## src/rtl/cdb_arbiter_pkg.sv

```systemverilog
// rtl/cdb_arbiter_pkg.sv - shared source ids, tag constants and helpers for the CDB arbiter
package cdb_arbiter_pkg;

  localparam int TAG_W_DEF  = 4;
  localparam int DATA_W_DEF = 32;
  localparam int NO_ENTRY   = 0;

  typedef enum logic [1:0] {
    CDB_SRC_RS     = 2'd0,
    CDB_SRC_BRANCH = 2'd1,
    CDB_SRC_SLB    = 2'd2,
    CDB_SRC_NONE   = 2'd3
  } cdb_src_e;

  // Round-robin successor over the three real sources (2 wraps to 0).
  function automatic logic [1:0] src_next(input logic [1:0] s);
    return (s >= 2'd2) ? 2'd0 : s + 2'd1;
  endfunction

endpackage

```

## src/rtl/cdb_slot.sv

```systemverilog
// rtl/cdb_slot.sv - one-entry result holding register with load, grant and flush
module cdb_slot #(
  parameter int W = 36
) (
  input  logic         clk,
  input  logic         rst,
  input  logic         rdy,
  input  logic         clear,
  input  logic         load,
  input  logic         grant,
  input  logic [W-1:0] load_data,
  output logic         valid,
  output logic [W-1:0] data
);

  // Load wins over grant so a slot drained this cycle can be refilled at once.
  always_ff @(posedge clk) begin
    if (rst) begin
      valid <= 1'b0;
      data  <= '0;
    end else if (rdy) begin
      if (clear) begin
        valid <= 1'b0;
      end else if (load) begin
        valid <= 1'b1;
        data  <= load_data;
      end else if (grant) begin
        valid <= 1'b0;
      end
    end
  end

endmodule

```

## src/rtl/cdb_arbiter.sv

```systemverilog
// rtl/cdb_arbiter.sv - round-robin arbitration of three producer slots onto a registered CDB
module cdb_arbiter
  import cdb_arbiter_pkg::*;
#(
  parameter int TAG_W  = TAG_W_DEF,
  parameter int DATA_W = DATA_W_DEF
) (
  input  logic              clk_in,
  input  logic              rst_in,
  input  logic              rdy_in,
  input  logic              clear_in,
  input  logic              have_rs,
  input  logic              have_branch,
  input  logic              have_slb,
  input  logic [TAG_W-1:0]  entry_rs,
  input  logic [TAG_W-1:0]  entry_branch,
  input  logic [TAG_W-1:0]  entry_slb,
  input  logic [DATA_W-1:0] value_rs,
  input  logic [DATA_W-1:0] value_branch,
  input  logic [DATA_W-1:0] value_slb,
  input  logic              pc_change_branch,
  input  logic [31:0]       new_pc_branch,
  output logic              stall_rs,
  output logic              stall_branch,
  output logic              stall_slb,
  output logic              cdb_valid,
  output logic [TAG_W-1:0]  cdb_entry,
  output logic [DATA_W-1:0] cdb_value,
  output logic [1:0]        cdb_src,
  output logic              cdb_pc_change,
  output logic [31:0]       cdb_new_pc
);

  localparam int BASE_W = TAG_W + DATA_W;
  localparam int BR_W   = BASE_W + 33;

  logic [2:0]        have, entry_ok, slot_valid, grant, stall, load;
  logic [BASE_W-1:0] rs_data, slb_data;
  logic [BR_W-1:0]   br_data;
  logic [1:0]        rr_ptr;
  logic [1:0]        idx;
  cdb_src_e          gidx;

  assign have     = {have_slb, have_branch, have_rs};
  assign entry_ok = {entry_slb    != TAG_W'(NO_ENTRY),
                     entry_branch != TAG_W'(NO_ENTRY),
                     entry_rs     != TAG_W'(NO_ENTRY)};
  assign stall    = {3{!rdy_in}} | (slot_valid & ~grant);
  assign load     = have & ~stall & entry_ok & {3{rdy_in & !clear_in}};

  assign stall_rs     = stall[0];
  assign stall_branch = stall[1];
  assign stall_slb    = stall[2];

  always_comb begin
    grant = '0;
    gidx  = CDB_SRC_NONE;
    idx   = rr_ptr;
    for (int i = 0; i < 3; i++) begin
      if (gidx == CDB_SRC_NONE && slot_valid[idx]) begin
        grant[idx] = 1'b1;
        gidx       = cdb_src_e'(idx);
      end
      idx = src_next(idx);
    end
  end

  cdb_slot #(.W(BASE_W)) u_slot_rs (
    .clk(clk_in), .rst(rst_in), .rdy(rdy_in), .clear(clear_in),
    .load(load[0]), .grant(grant[0]), .load_data({entry_rs, value_rs}),
    .valid(slot_valid[0]), .data(rs_data)
  );

  cdb_slot #(.W(BR_W)) u_slot_branch (
    .clk(clk_in), .rst(rst_in), .rdy(rdy_in), .clear(clear_in),
    .load(load[1]), .grant(grant[1]),
    .load_data({pc_change_branch, new_pc_branch, entry_branch, value_branch}),
    .valid(slot_valid[1]), .data(br_data)
  );

  cdb_slot #(.W(BASE_W)) u_slot_slb (
    .clk(clk_in), .rst(rst_in), .rdy(rdy_in), .clear(clear_in),
    .load(load[2]), .grant(grant[2]), .load_data({entry_slb, value_slb}),
    .valid(slot_valid[2]), .data(slb_data)
  );

  // Without a grant only valid/src change; payload fields keep the last broadcast.
  always_ff @(posedge clk_in) begin
    if (rst_in) begin
      rr_ptr        <= 2'd0;
      cdb_valid     <= 1'b0;
      cdb_entry     <= '0;
      cdb_value     <= '0;
      cdb_src       <= CDB_SRC_NONE;
      cdb_pc_change <= 1'b0;
      cdb_new_pc    <= '0;
    end else if (rdy_in) begin
      if (clear_in || gidx == CDB_SRC_NONE) begin
        cdb_valid <= 1'b0;
        cdb_src   <= CDB_SRC_NONE;
        if (clear_in) rr_ptr <= 2'd0;
      end else begin
        cdb_valid <= 1'b1;
        cdb_src   <= gidx;
        rr_ptr    <= src_next(gidx);
        case (gidx)
          CDB_SRC_RS: begin
            cdb_entry     <= rs_data[BASE_W-1:DATA_W];
            cdb_value     <= rs_data[DATA_W-1:0];
            cdb_pc_change <= 1'b0;
            cdb_new_pc    <= '0;
          end
          CDB_SRC_BRANCH: begin
            cdb_entry     <= br_data[BASE_W-1:DATA_W];
            cdb_value     <= br_data[DATA_W-1:0];
            cdb_pc_change <= br_data[BR_W-1];
            cdb_new_pc    <= br_data[BR_W-2:BASE_W];
          end
          default: begin
            cdb_entry     <= slb_data[BASE_W-1:DATA_W];
            cdb_value     <= slb_data[DATA_W-1:0];
            cdb_pc_change <= 1'b0;
            cdb_new_pc    <= '0;
          end
        endcase
      end
    end
  end

endmodule

```

## config.mk

```make
export PLATFORM = sky130hd
export DESIGN_NAME = cdb_arbiter
export DESIGN_NICKNAME = d
export VERILOG_FILES = /design/src/rtl/cdb_arbiter_pkg.sv /design/src/rtl/cdb_slot.sv /design/src/rtl/cdb_arbiter.sv
export SDC_FILE = /design/constraint.sdc
export NUM_CORES = 1
export LEC_CHECK = 0
export BUFFER_PORTS_ARGS = -buffer_cell sky130_fd_sc_hd__buf_4
export CORE_UTILIZATION = 30
export DETAILED_ROUTE_END_ITERATION = 16
export MAX_ROUTING_LAYER = met4
export PLACE_DENSITY_LB_ADDON = 0.3
export SYNTH_ARGS = -nofsm -noshare
export SYNTH_HDL_FRONTEND = slang
export SYNTH_SLANG_ARGS = --single-unit
```

## constraint.sdc

```tcl
create_clock -name clk_in -period 2.2 [get_ports clk_in]
set_input_delay 0.22 -clock clk_in [delete_from_list [all_inputs] [get_ports clk_in]]
set_output_delay 0.22 -clock clk_in [all_outputs]
set_load 0.005 [all_outputs]
```

==> metrics.txt <==
status finished clean; Cell Rows 66; number of fill cells 3107; Mapped Nets 1186; CTS tree yes; Hold WS 0.0301 ns; DRT iter0 DRCs 471; Netlist Area Pre-Place 9960 µm²; Reg2Reg Depth 5; first-pass GRT wire length 46900 µm; CP Capture Type output pin; CP Cell Sequence nand2b_1 > a21oi_1 > o21ai_1 > nand2_1 > buf_4; Leakage 5.73 nW; Min-Delay Path Class in -> reg; Die Height 184 µm; initial antenna violation count 0; RSZ-0062 raised after global routing no; Reg-to-Reg Start u_slot_rs.valid; HP Start rdy_in; WL final 30400 µm; post-synthesis register bit count 218; Synth async-reset ratio 0; Bufs on Longest Clock Path 3; Post-synth EDFFs 0; # nets final 1512; Clk Tree Root Cell clkbuf_16; pwr/cell area 673 nW/µm²; slowest cell on the critical path dfxtp_1; period utilization 0.932; ANT cells 0; total congestion overflow 0; Fin Clk Skew 0.00781 ns; synth unique cells 40; Routed WL per cell 16.7 µm; DRT antenna net count 0; gpl congestion 0.797; Starting Density 0.305; Critical Path RT 1.98 ns; Peak Freq 0.488 GHz; port buffer count 222; CP arrival 1.83 ns; kind of start point of the critical path register; endpoints failing hold 0; Post-DP HPWL 19600 µm; Mean Syn Cell Area 9.60 µm²; largest net degree at the start of global routing 84; core area 32600 µm²; setup TNS 0 ns; DRC 0; DR vias 8576; vias per cell 4.70; Area Growth Syn to Fin 45.4%; ratio of cells with drive above 1 in the final layout 0.269; clk_lat worst skew 0.52 ns; Hold Path End cdb_src[1]; hold path depth 3; DRT Pass-1 Iters 6; vias in the first global route 8659; clk slew on worst S/H paths 0.06 ns; Tmin final 2.05 ns; Total Routing Usage GR 0.180; final setup vio count 0; worst slew pin tran 0.713 ns; type of the worst setup path reg -> out; Post-Syn Instances 1038; Slew HR 0.524; sequential fraction of the synthesis area 0.438; cts bufs inserted 26; htree depth 1; max_cap viols 0; area leader, netlist dfxtp_1; Crit Path Max Fanout 9; max-slew violation count 0; Primary FF master, synth dfxtp_1; flop-to-flop setup slack 0.30 ns; Syn. warnings 0; VDD IR-drop max 462 µV; ranking of synthesized cells by area dfxtp_1 44%, mux2i_1 14%, nand2b_1 13%; delay-heaviest family, CP flip-flops; area share of the leading cell type in the synthesized netlist 0.438; # IOs 223; capturing point of the worst reg2reg path cdb_value[26]; clock sinks 218; WP buf/inv 1; Die X 184 µm; CP max stage delay 0.61 ns; DIE AREA 33900 µm²
## final cells by class
cell class | count | area [µm²] | area share
multi-input cells | 718 | 5170 | 0.357
well taps | 442 | 553 | 0.0382
flip-flops and latches | 218 | 4370 | 0.302
clock inverters | 9 | 123 | 0.00846
clock buffers | 36 | 759 | 0.0524
inverters | 6 | 22.5 | 0.00155
repair buffers | 394 | 3490 | 0.241
## cells in the final DEF, fill, tap and decap left out, types with 27 or more instances in the layout
| cell | n |
|---|---|
| a311oi_1 | 31 |
| a21o_1 | 31 |
| a22oi_2 | 30 |
| nor2_1 | 79 |
| buf_4 | 238 |
| a22oi_1 | 34 |
| a21oi_1 | 36 |
| mux2i_1 | 141 |
| dfxtp_1 | 215 |
| clkbuf_16 | 27 |
| dlygate4sd3_1 | 141 |
| o21ai_0 | 33 |
| nor2_2 | 30 |
| nand2b_1 | 212 |
## worst max-delay path by stage
stage | start | cells after the start | slack [ns] | end
final | u_slot_rs.valid | 5 | 0.15 | stall_slb
after floorplan | u_slot_slb.valid | 8 | 0.51 | cdb_new_pc[10]
after global placement | rr_ptr[1] | 6 | 0.29 | cdb_new_pc[31]
after CTS | u_slot_branch.valid | 6 | 0.01 | stall_rs
after global routing | u_slot_branch.valid | 6 | 0.03 | stall_rs
after detailed placement | u_slot_branch.valid | 6 | 0.28 | cdb_value[5]
## kinds of logic (layout without fill, tap and decap cells)
family / after synthesis / count (layout) / synth area share
AO/OA/AOI/OAI: 220 / 220 / 0.167
AND/OR/NAND/NOR: 357 / 357 / 0.203
multiplexers: 141 / 141 / 0.142
flip-flops: 218 / 218 / 0.438
buffers and inverters: 102 / 445 / 0.0501
## tightest hold or removal path, delay by kind of cell
family	cells	cell delay, ns
buffers and inverters	1	0.14
AOI/OAI and AO/OA	1	0.09
and+or+nand+nor	1	0.06
## synthesized netlist by cell type, types with 2 or more instances
master,number
clkbuf_1,57
a21oi_1,39
nor2_2,31
mux2i_1,141
dfxtp_1,218
buf_4,5
a31oi_1,2
o21ai_0,33
a311oi_1,31
o21ai_1,3
and2_1,2
nand3_1,4
nor2b_1,4
nor2_1,80
nor3_1,2
or4_1,3
a21o_1,31
a211oi_1,5
a22oi_2,30
nand2b_1,213
buf_2,24
a222oi_1,4
buf_6,9
nand2_1,12
o22ai_1,2
a22oi_1,34
inv_1,6
## timing repair
action	4_1_cts	5_1_grt
hold buffers	141	0
endpoints found under the setup margin	1	1
gates resized for setup	3	1
endpoints found under the hold margin	141	0
setup buffers	0	0
## state kept, by name, summed over array words and instances (netlist names)
register / flops
cdb_entry: 4
cdb_new_pc: 32
cdb_pc_change: 1
cdb_src: 2
cdb_valid: 1
cdb_value: 32
rr_ptr: 2
u_slot_branch.data: 69
u_slot_branch.valid: 1
u_slot_rs.data: 36
u_slot_rs.valid: 1
u_slot_slb.data: 36
u_slot_slb.valid: 1
## per-layer routing
layer	up-vias	routed length [µm]	track usage
met4	0	724	0.0557
met3	43	1130	0.0202
met5	-	0	-
met1	4087	13900	0.226
met2	194	14600	0.301
li1	4252	-	-
## per-stage QoR
| step | instance area (µm²) | instances | total power, mW | util | setup WS (ns) |
|---|---|---|---|---|---|
| finish | 14500 | 1823 | 9.75 | 0.444 | 0.150 |
| global route | 14500 | 1823 | 10.1 | 0.444 | 0.0309 |
| CTS | 14500 | 1823 | 9.89 | 0.444 | 0.0120 |
| detailed placement | 12200 | 1637 | 5.22 | 0.374 | 0.281 |
| global placement | 12200 | 1637 | 5.21 | 0.374 | 0.288 |
| floorplan | 9960 | 1038 | 4.75 | - | 0.515 |
## power breakdown
part	leakage, nW	internal (mW)	total [mW]	switching (mW)
Sequential	1.77	4.07	4.16	0.0886
Combinational	3.53	0.663	1.18	0.517
Clock	0.435	2.74	4.41	1.67
Total	5.73	7.48	9.75	2.27
Note: power is estimated with default switching activity, not from simulation.
